===== config.mk =====
export PLATFORM = sky130hd
export DESIGN_NAME = fifo_rr_arbiter
export DESIGN_NICKNAME = d
export VERILOG_FILES = /design/src/rtl/fifo_arb_pkg.sv /design/src/rtl/fifo_sync.sv /design/src/rtl/fifo_rr_arbiter.sv
export SDC_FILE = /design/constraint.sdc
export NUM_CORES = 1
export LEC_CHECK = 0
export ABC_CLOCK_PERIOD_IN_PS = 4160
export CAP_MARGIN = 10
export CORE_MARGIN = 5
export CORE_UTILIZATION = 40
export DETAILED_ROUTE_END_ITERATION = 6
export DONT_BUFFER_PORTS = 1
export GPL_TIMING_DRIVEN = 0
export PLACE_DENSITY_LB_ADDON = 0.05
export SYNTH_ARGS = -nofsm -noshare
export SYNTH_HDL_FRONTEND = slang
export SYNTH_SLANG_ARGS = --single-unit

===== constraint.sdc =====
create_clock -name clk -period 4.16 [get_ports clk]
set_clock_uncertainty 0.05 [all_clocks]
set_input_delay 0.832 -clock clk [delete_from_list [all_inputs] [get_ports clk]]
set_output_delay 0.832 -clock clk [all_outputs]
set_load 0.02 [all_outputs]

===== src/rtl/fifo_arb_pkg.sv =====
// Shared types and the rotate-priority picker for the round-robin FIFO arbiter.
// rr_pick works on a zero-padded 32-bit candidate vector, so any requester count up to 32 can use it.
package fifo_arb_pkg;

   typedef enum logic {
      ARB_IDLE   = 1'b0,
      ARB_LOCKED = 1'b1
   } arb_state_t;

   localparam int RR_MAX_N = 32;

   // Returns the index of the first set candidate scanning ptr, ptr+1 .. mod n, or -1 if none.
   function automatic int rr_pick(input logic [RR_MAX_N-1:0] cand, input int ptr, input int n);
      int idx;
      int win;
      win = -1;
      for (int k = 0; k < RR_MAX_N; k++) begin
         idx = (ptr + k >= n) ? (ptr + k - n) : (ptr + k);
         if ((k < n) && (win < 0) && cand[idx[4:0]]) begin
            win = idx;
         end else begin
            win = win;
         end
      end
      return win;
   endfunction

endpackage


===== src/rtl/fifo_sync.sv =====
// Pointer and level control for a 2**DEPTH_N entry synchronous FIFO; storage lives in the parent.
// empty/full are registered from the next level, so a write shows up on ~empty one cycle later.
module fifo_sync #(
   parameter int DEPTH_N = 3
) (
   input  logic               clk,
   input  logic               n_reset,
   input  logic               flush,
   input  logic               wrreq,
   input  logic               rdack,
   output logic [DEPTH_N-1:0] head,
   output logic [DEPTH_N-1:0] tail,
   output logic               empty,
   output logic               full,
   output logic               underrun,
   output logic               overrun
);

   localparam int CW = DEPTH_N + 1;
   localparam logic [CW-1:0] DEPTH = CW'(2 ** DEPTH_N);

   logic [CW-1:0]      count_q, count_d;
   logic [DEPTH_N-1:0] head_q, head_d, tail_q, tail_d;
   logic               empty_q, full_q;
   logic               do_wr_s, do_rd_s;

   // A write while full is refused even when the same cycle pops, so there is no pass-through.
   always_comb begin
      do_wr_s = wrreq & ~full_q;
      do_rd_s = rdack & ~empty_q;
      head_d  = head_q;
      tail_d  = tail_q;
      count_d = count_q;
      if (flush) begin
         head_d  = '0;
         tail_d  = '0;
         count_d = '0;
      end else begin
         if (do_wr_s) begin
            head_d = head_q + DEPTH_N'(1);
         end else begin
            head_d = head_q;
         end
         if (do_rd_s) begin
            tail_d = tail_q + DEPTH_N'(1);
         end else begin
            tail_d = tail_q;
         end
         count_d = count_q + CW'(do_wr_s) - CW'(do_rd_s);
      end
   end

   // Pointer, level and flag registers.
   always_ff @(posedge clk or negedge n_reset) begin
      if (!n_reset) begin
         head_q  <= '0;
         tail_q  <= '0;
         count_q <= '0;
         empty_q <= 1'b1;
         full_q  <= 1'b0;
      end else begin
         head_q  <= head_d;
         tail_q  <= tail_d;
         count_q <= count_d;
         empty_q <= (count_d == '0);
         full_q  <= (count_d == DEPTH);
      end
   end

   assign head     = head_q;
   assign tail     = tail_q;
   assign empty    = empty_q;
   assign full     = full_q;
   assign underrun = rdack & empty_q;
   assign overrun  = wrreq & full_q;

endmodule


===== src/rtl/fifo_rr_arbiter.sv =====
// N write requesters share one FIFO via round-robin arbitration; a multi-beat packet locks the grant
// to its requester until its last beat. Each entry stores {source index, data}.
module fifo_rr_arbiter
   import fifo_arb_pkg::*;
#(
   parameter int N       = 4,
   parameter int W       = 8,
   parameter int DEPTH_N = 3
) (
   input  logic                 clk,
   input  logic                 n_reset,
   input  logic                 flush,
   input  logic [N-1:0]         req,
   input  logic [N-1:0]         last,
   input  logic [N*W-1:0]       wdata,
   output logic [N-1:0]         ack,
   output logic                 rd_valid,
   output logic [W-1:0]         rd_data,
   output logic [$clog2(N)-1:0] rd_src,
   input  logic                 rd_ack,
   output logic                 full,
   output logic                 err_ovf,
   output logic                 err_udf
);

   localparam int SW    = $clog2(N);
   localparam int DEPTH = 2 ** DEPTH_N;

   arb_state_t          state_q;
   logic [SW-1:0]       rr_ptr_q, lock_id_q;
   logic                err_ovf_q, err_udf_q;
   logic [W-1:0]        mem_data_q [DEPTH];
   logic [SW-1:0]       mem_src_q  [DEPTH];

   logic [RR_MAX_N-1:0] cand_ext_s;
   int                  win_s;
   logic [N-1:0]        ack_s;
   logic                win_valid_s, win_last_s, wr_en_s;
   logic [SW-1:0]       win_idx_s, next_ptr_s;
   logic [W-1:0]        wdata_sel_s;
   logic [DEPTH_N-1:0]  head_s, tail_s;
   logic                empty_s, full_s, underrun_s, overrun_s;

   fifo_sync #(.DEPTH_N(DEPTH_N)) u_ptr (
      .clk      (clk),
      .n_reset  (n_reset),
      .flush    (flush),
      .wrreq    (|ack_s),
      .rdack    (rd_ack),
      .head     (head_s),
      .tail     (tail_s),
      .empty    (empty_s),
      .full     (full_s),
      .underrun (underrun_s),
      .overrun  (overrun_s)
   );

   // Grant selection: rotating priority when idle, only the lock holder while a packet is open.
   always_comb begin
      cand_ext_s = '0;
      win_s      = -1;
      if (state_q == ARB_IDLE) begin
         cand_ext_s[N-1:0] = req & {N{~full_s}};
         win_s             = rr_pick(cand_ext_s, int'(rr_ptr_q), N);
      end else begin
         if (req[lock_id_q] && !full_s) begin
            win_s = int'(lock_id_q);
         end else begin
            win_s = -1;
         end
      end
      ack_s       = '0;
      wdata_sel_s = '0;
      for (int i = 0; i < N; i++) begin
         ack_s[i] = (win_s == i);
         if (win_s == i) begin
            wdata_sel_s = wdata[i*W +: W];
         end else begin
            wdata_sel_s = wdata_sel_s;
         end
      end
      win_valid_s = |ack_s;
      win_last_s  = |(ack_s & last);
      win_idx_s   = SW'(win_s);
      next_ptr_s  = (win_s >= N - 1) ? '0 : SW'(win_s + 1);
      wr_en_s     = win_valid_s & ~flush;
   end

   // Arbiter FSM and sticky error flags; flush outranks any same-cycle grant.
   always_ff @(posedge clk or negedge n_reset) begin
      if (!n_reset) begin
         state_q   <= ARB_IDLE;
         rr_ptr_q  <= '0;
         lock_id_q <= '0;
         err_ovf_q <= 1'b0;
         err_udf_q <= 1'b0;
      end else if (flush) begin
         state_q   <= ARB_IDLE;
         rr_ptr_q  <= '0;
         lock_id_q <= '0;
         err_ovf_q <= 1'b0;
         err_udf_q <= 1'b0;
      end else begin
         err_ovf_q <= err_ovf_q | overrun_s;
         err_udf_q <= err_udf_q | underrun_s;
         case (state_q)
            ARB_IDLE: begin
               if (win_valid_s && win_last_s) begin
                  rr_ptr_q <= next_ptr_s;
               end else if (win_valid_s) begin
                  state_q   <= ARB_LOCKED;
                  lock_id_q <= win_idx_s;
               end else begin
                  state_q <= ARB_IDLE;
               end
            end
            ARB_LOCKED: begin
               if (win_valid_s && win_last_s) begin
                  state_q  <= ARB_IDLE;
                  rr_ptr_q <= next_ptr_s;
               end else begin
                  state_q <= ARB_LOCKED;
               end
            end
            default: state_q <= ARB_IDLE;
         endcase
      end
   end

   // Entry storage is deliberately not reset; the pointers define what is valid.
   always_ff @(posedge clk) begin
      if (wr_en_s) begin
         mem_data_q[head_s] <= wdata_sel_s;
         mem_src_q[head_s]  <= win_idx_s;
      end
   end

   assign ack      = ack_s;
   assign rd_valid = ~empty_s;
   assign rd_data  = mem_data_q[tail_s];
   assign rd_src   = mem_src_q[tail_s];
   assign full     = full_s;
   assign err_ovf  = err_ovf_q;
   assign err_udf  = err_udf_q;

endmodule


Yosys cells after proc, flatten, opt, wreduce, memory -nomap -nowiden:

Memory sizes are Yosys's and may differ from the RTL's.
Index checks and enable logic that the tools add are counted.
Widths: inputs -> output; s select.

* register bits after elaboration: 19
* RAM bits: 80
* input port bits: 44
* output and inout bits: 18
* word-level logic and storage cells: 119
* memories: 2

Memory list
* mem_data_q: words 8, bits a word 8, read ports 1, clocked after Yosys merged registers in 0, wr ports 1, line fifo_rr_arbiter.sv:32 `logic [W-1:0] mem_data_q [DEPTH];`
* mem_src_q: words 8, bits a word 2, read ports 1, clocked after Yosys merged registers in 0, wr ports 1, line fifo_rr_arbiter.sv:33 `logic [SW-1:0] mem_src_q [DEPTH];`

* add/sub/neg operators: 12
* order comparisons: 13
* equality and inequality tests: 6
* muxes and demuxes: 48
* bitwise logic cells: 13
* reductions and logical operators: 15

Operators with widths (number)
* $mux 32: 13
* $ge 32x4->1 const B: 3
* $lt 32x1->1 const B: 3
* $sub 32x4->32 const B: 3
* $eq 32x3->1 const B: 2
* $eq 32x2->1 const B: 1
* $ge 32x3->1 const B: 1
* $logic_not 32->1: 1
* $mux 8: 4
* $lt 5x6->1 const B: 4
* $bmux 1 s5: 4
* $mux 2: 7
* $mux 1: 13
* $mux 3: 4
* $and 4x4->4: 2
* $reduce_bool 2->1: 4
* $reduce_or 4->1: 2
* $add 2x2->3 const B: 2
* $add 3x1->3 const B: 2
* $and 1x1->1: 5
* $logic_and 1x1->1: 5
* $add 4x1->4: 1
* $eq 4x4->1 const B: 1
* $logic_not 4->1: 1
* other kinds (14): 19

Longest topological paths before layout:

* word-level depth: 25
* depth in mapped cells: 21
* depth with buffers taken out: 18

By module:

A second synthesis with hierarchy kept.

* cells, all modules: 343
* area, all modules: 4909.7 um^2

By module, submodules not included
* fifo_rr_arbiter: times used 1, cells an instance 286, area each 4279.1 um^2
* fifo_sync: times used 1, cells an instance 57, area each 630.6 um^2

Worst setup path after synthesis:

OpenSTA, ideal clock, no wires.

* path kind: register -> register
* start point: reg rr_ptr_q[0]
* end point: reg u_ptr.full_q, in the netlist u_ptr.full
* setup time: 0.105 ns
* arrival time: 4.377 ns
* required time: 4.005 ns
* setup slack: -0.372 ns
* stages on the path, launching flop included: 20
* cells stage by stage: dfrtp_1 -> buf_4 -> inv_1 -> ha_1 -> clkbuf_1 -> mux2_2 -> nand3_1 -> mux2i_1 -> o211ai_1 -> inv_1 -> ha_1 -> nor2_1 -> nand3_1 -> nand2_1 -> inv_1 -> ha_1 -> fa_1 -> xnor2_1 -> nor2_1 -> nor4b_1

RTL lines
* start: declaration: line fifo_rr_arbiter.sv:30 `logic [SW-1:0] rr_ptr_q, lock_id_q;`
* start signal: assignment: line fifo_rr_arbiter.sv:109 `rr_ptr_q <= next_ptr_s;`
* start signal: assignment: line fifo_rr_arbiter.sv:120 `rr_ptr_q <= next_ptr_s;`
* end signal: assignment: line fifo_sync.sv:66 `full_q <= (count_d == DEPTH);`
* end: declaration: line fifo_sync.sv:24 `logic empty_q, full_q;`

==> results_dict.tcl <==
set metrics [dict create \
    antenna_found_initial 0 \
    gp_congestion 0.7403 \
    r2r.worst_path.cells 15 \
    grt_max_degree 20 \
    cts_buffers 9 \
    timing.final.ws_setup_ns 0.1472 \
    crit_top_cell "buf_4" \
    power_density_nw_per_um2 788.0 \
    crit_path_end_kind "register" \
    fin_nets 389 \
    cp.arrival_ns 3.92 \
    grt.overflow.total 0 \
    start_util_pct 41.15 \
    r2r-start "rr_ptr_q[0]" \
    clock_latency_ns 0.34 \
    die_area_sq_um 14070 \
    max-slew-margin-rel_pct 26.67 \
    regArea_sq_um 2879 \
    syn_inst 310 \
    via_per_inst 5.645 \
    period_minus_slack_ns 4.013 \
    cap_violations 0 \
    p_leak_nw 1.853 \
    crit_path_max_fanout 10 \
    drc_errors 0 \
    avgSynthCellArea_sq_um 15.22 \
    clockBufferDepth 2 \
    syn-cell-area_sq_um 4718 \
    utilization_pct 47.93 \
    io_pins 62 \
    ant_nets 0 \
    ys_warn_count 0 \
    synth_nets 368 \
    antenna_cells 0 \
    yosys-top-cells-area "edfxtp_1 51%, mux4_2 10%, dfrtp_1 9.5%" \
    num_vias 2704 \
    status "finished, final reports clean" \
    cp-endpoint "mem_data_q[6][5]" \
    async_flop_share_pct 19.19 \
    portBuffers 0 \
    setup_viol 0 \
    cts.sinks 99 \
    synth_enable_flop_cells 80 \
    finalHoldViolCount 0 \
    worst_slew_pin_slew_ns 1.096 \
    required_ns 4.07 \
    rsz0062_at_grt "yes" \
    cp_cell_sequence "buf_6, clkinvlp_4, buf_4, ha_1, or3_1, o22ai_2, mux2i_1, o211ai_1, buf_4, inv_1, ha_2, nor2_4, nand3_4, nand3_1, nor2_1" \
    critPathLaunchType "register" \
    ff2ff_setup_slack_ns 0.15 \
    seq_area_frac_synth_pct 61.02 \
    yosysMostFrequentCell "edfxtp_1" \
    startpoint "rr_ptr_q[0]" \
    dr.pass1.iters 4 \
    peakVddDrop_mv 0.5257 \
    synth_cell_types 51 \
    root_buffer "clkbuf_16" \
    drt-total-wl_mm 9.981 \
    multiInputGateArea_sq_um 1919 \
    maxSlewViolCount 0 \
    die-height_microns 118.6 \
    hpwl_mm 7.011 \
    layout-drive-gt1-share_pct 30.65 \
    clkTransAtPathRegs_ns 0.07 \
    synth-seq-cells 99 \
    wire_per_inst_microns 20.84 \
    cp_slowest_cell "nor2_1" \
    row_count 39 \
    htreeDepth 3 \
    synth_area_leader_cell "edfxtp_1" \
    timing.final.crit_share_pct 96.46 \
    max_stage_delay_ns 0.89 \
    first_iter_violations 159 \
    fillCellCount 986 \
    area_growth_pct 16.49 \
    hold_path_class "in -> async" \
    yosys.area.top_type_share_pct 50.91 \
    fmax_mhz 249.2 \
    synth_flop_cell "edfxtp_1" \
    hold_slack_ns 0.1281 \
    synth_commonest_cells "80 x edfxtp_1, 22 x nor2_1, 21 x mux4_2" \
    crit_type "reg -> reg" \
    r2r-end "mem_data_q[6][5]" \
    grt_pass1_wl_mm 15.66 \
    place_ws_ns -1.118 \
    grt_use_total_pct 14.58 \
    core_area_sq_um 11470 \
    grt_pass1_vias 2792 \
    fp.dieW_microns 118.6 \
    tritoncts "yes" \
]
[state kept, by name, indices dropped and copies added, names as in the netlist]
name,cells
rr_ptr_q,2
lock_id_q,2
u_ptr.tail,3
u_ptr.count_q,4
err_udf,1
mem_src_q,16
state_q,1
u_ptr.full,1
mem_data_q,64
err_ovf,1
u_ptr.head,3
u_ptr.empty,1
[report_power, final]
group | total [W] | internal (W) | leakage [nW] | switching [W]
logic | 0.00193 | 0.000749 | 0.724 | 0.00118
registers | 0.00156 | 0.00149 | 0.981 | 0.0000695
clock network | 0.000844 | 0.000474 | 0.147 | 0.000370
[worst max-delay path: cells and delay by family (launching register included)]
kind                       cells  cell delay, ns
AOI/OAI and AO/OA              2            0.28
adders and majority gates      2            0.44
buffers and inverters          5            0.68
muxes                          1            0.23
DFF                            1            0.37
and+or+nand+nor                5            1.56
[worst min path at each step]
stage,to,startpoint,slack (ns),cells past startpoint
after detailed placement,err_ovf,n_reset,0.49,0
after floorplan,err_ovf,n_reset,0.49,0
after CTS,rr_ptr_q[1],n_reset,0.11,0
after global routing,rr_ptr_q[1],n_reset,0.10,0
final,err_ovf,n_reset,0.13,0
after global placement,err_ovf,n_reset,0.49,0
[layer usage]
layer  global-route usage (%)  up-vias  part of all wire (%)
li1                         -     1274                     -
met1                    21.06     1346                    48
met2                    21.71       80                    47
met3                    3.773        4                   4.6
met4                    4.465        0                  0.76
met5                        0        -                     0
[cells in the final DEF, fill, tap and decap left out, types with 9 or more instances in the layout]
cell,instances
ha_1,9
nor2_1,18
inv_1,12
mux2i_1,13
edfxtp_1,80
clkbuf_16,9
mux4_2,21
mux2_2,11
dfrtp_1,18
[logic make-up (layout without fill, tap and decap cells)]
kind of cell,Yosys count,in the layout,share of synthesized area (%)
compound gates,55,55,9.096
simple gates,62,62,6.815
fa+ha+maj,14,14,3.872
mux,47,47,15.88
buf+inv,28,54,2.386
xor+xnor,5,5,0.9283
flops,99,99,61.02
[cell type report]
type | count | area share, %
clock buffers | 10 | 4.166
flip-flops and latches | 99 | 52.38
well taps | 143 | 3.255
plain buffers | 11 | 0.9561
clock inverters | 6 | 1.298
inverters | 15 | 1.115
multi-input cells | 183 | 34.92
repair buffers | 12 | 1.912
[timing repair]
| item | in CTS | in global routing |
|---|---|---|
| pin swaps | 3 | 1 |
| hold buffers | 0 | 0 |
| endpoints found under the setup margin | 160 | 105 |
| buffers inserted | 6 | 2 |
| resized for setup | 21 | 14 |
[stage by stage]
stage                     cells  total power, W  cell area, sq um  setup TNS, ns
after floorplan             310        0.002819              4730         -1.159
after global placement      453        0.003186              4908        -149.21
after detailed placement    457        0.003253              4974        -133.37
after CTS                   478        0.004272              5410              0
after global routing        479        0.004591              5497         -1.795
final                       479        0.004331              5497              0
(Power assumes the default switching activity.)
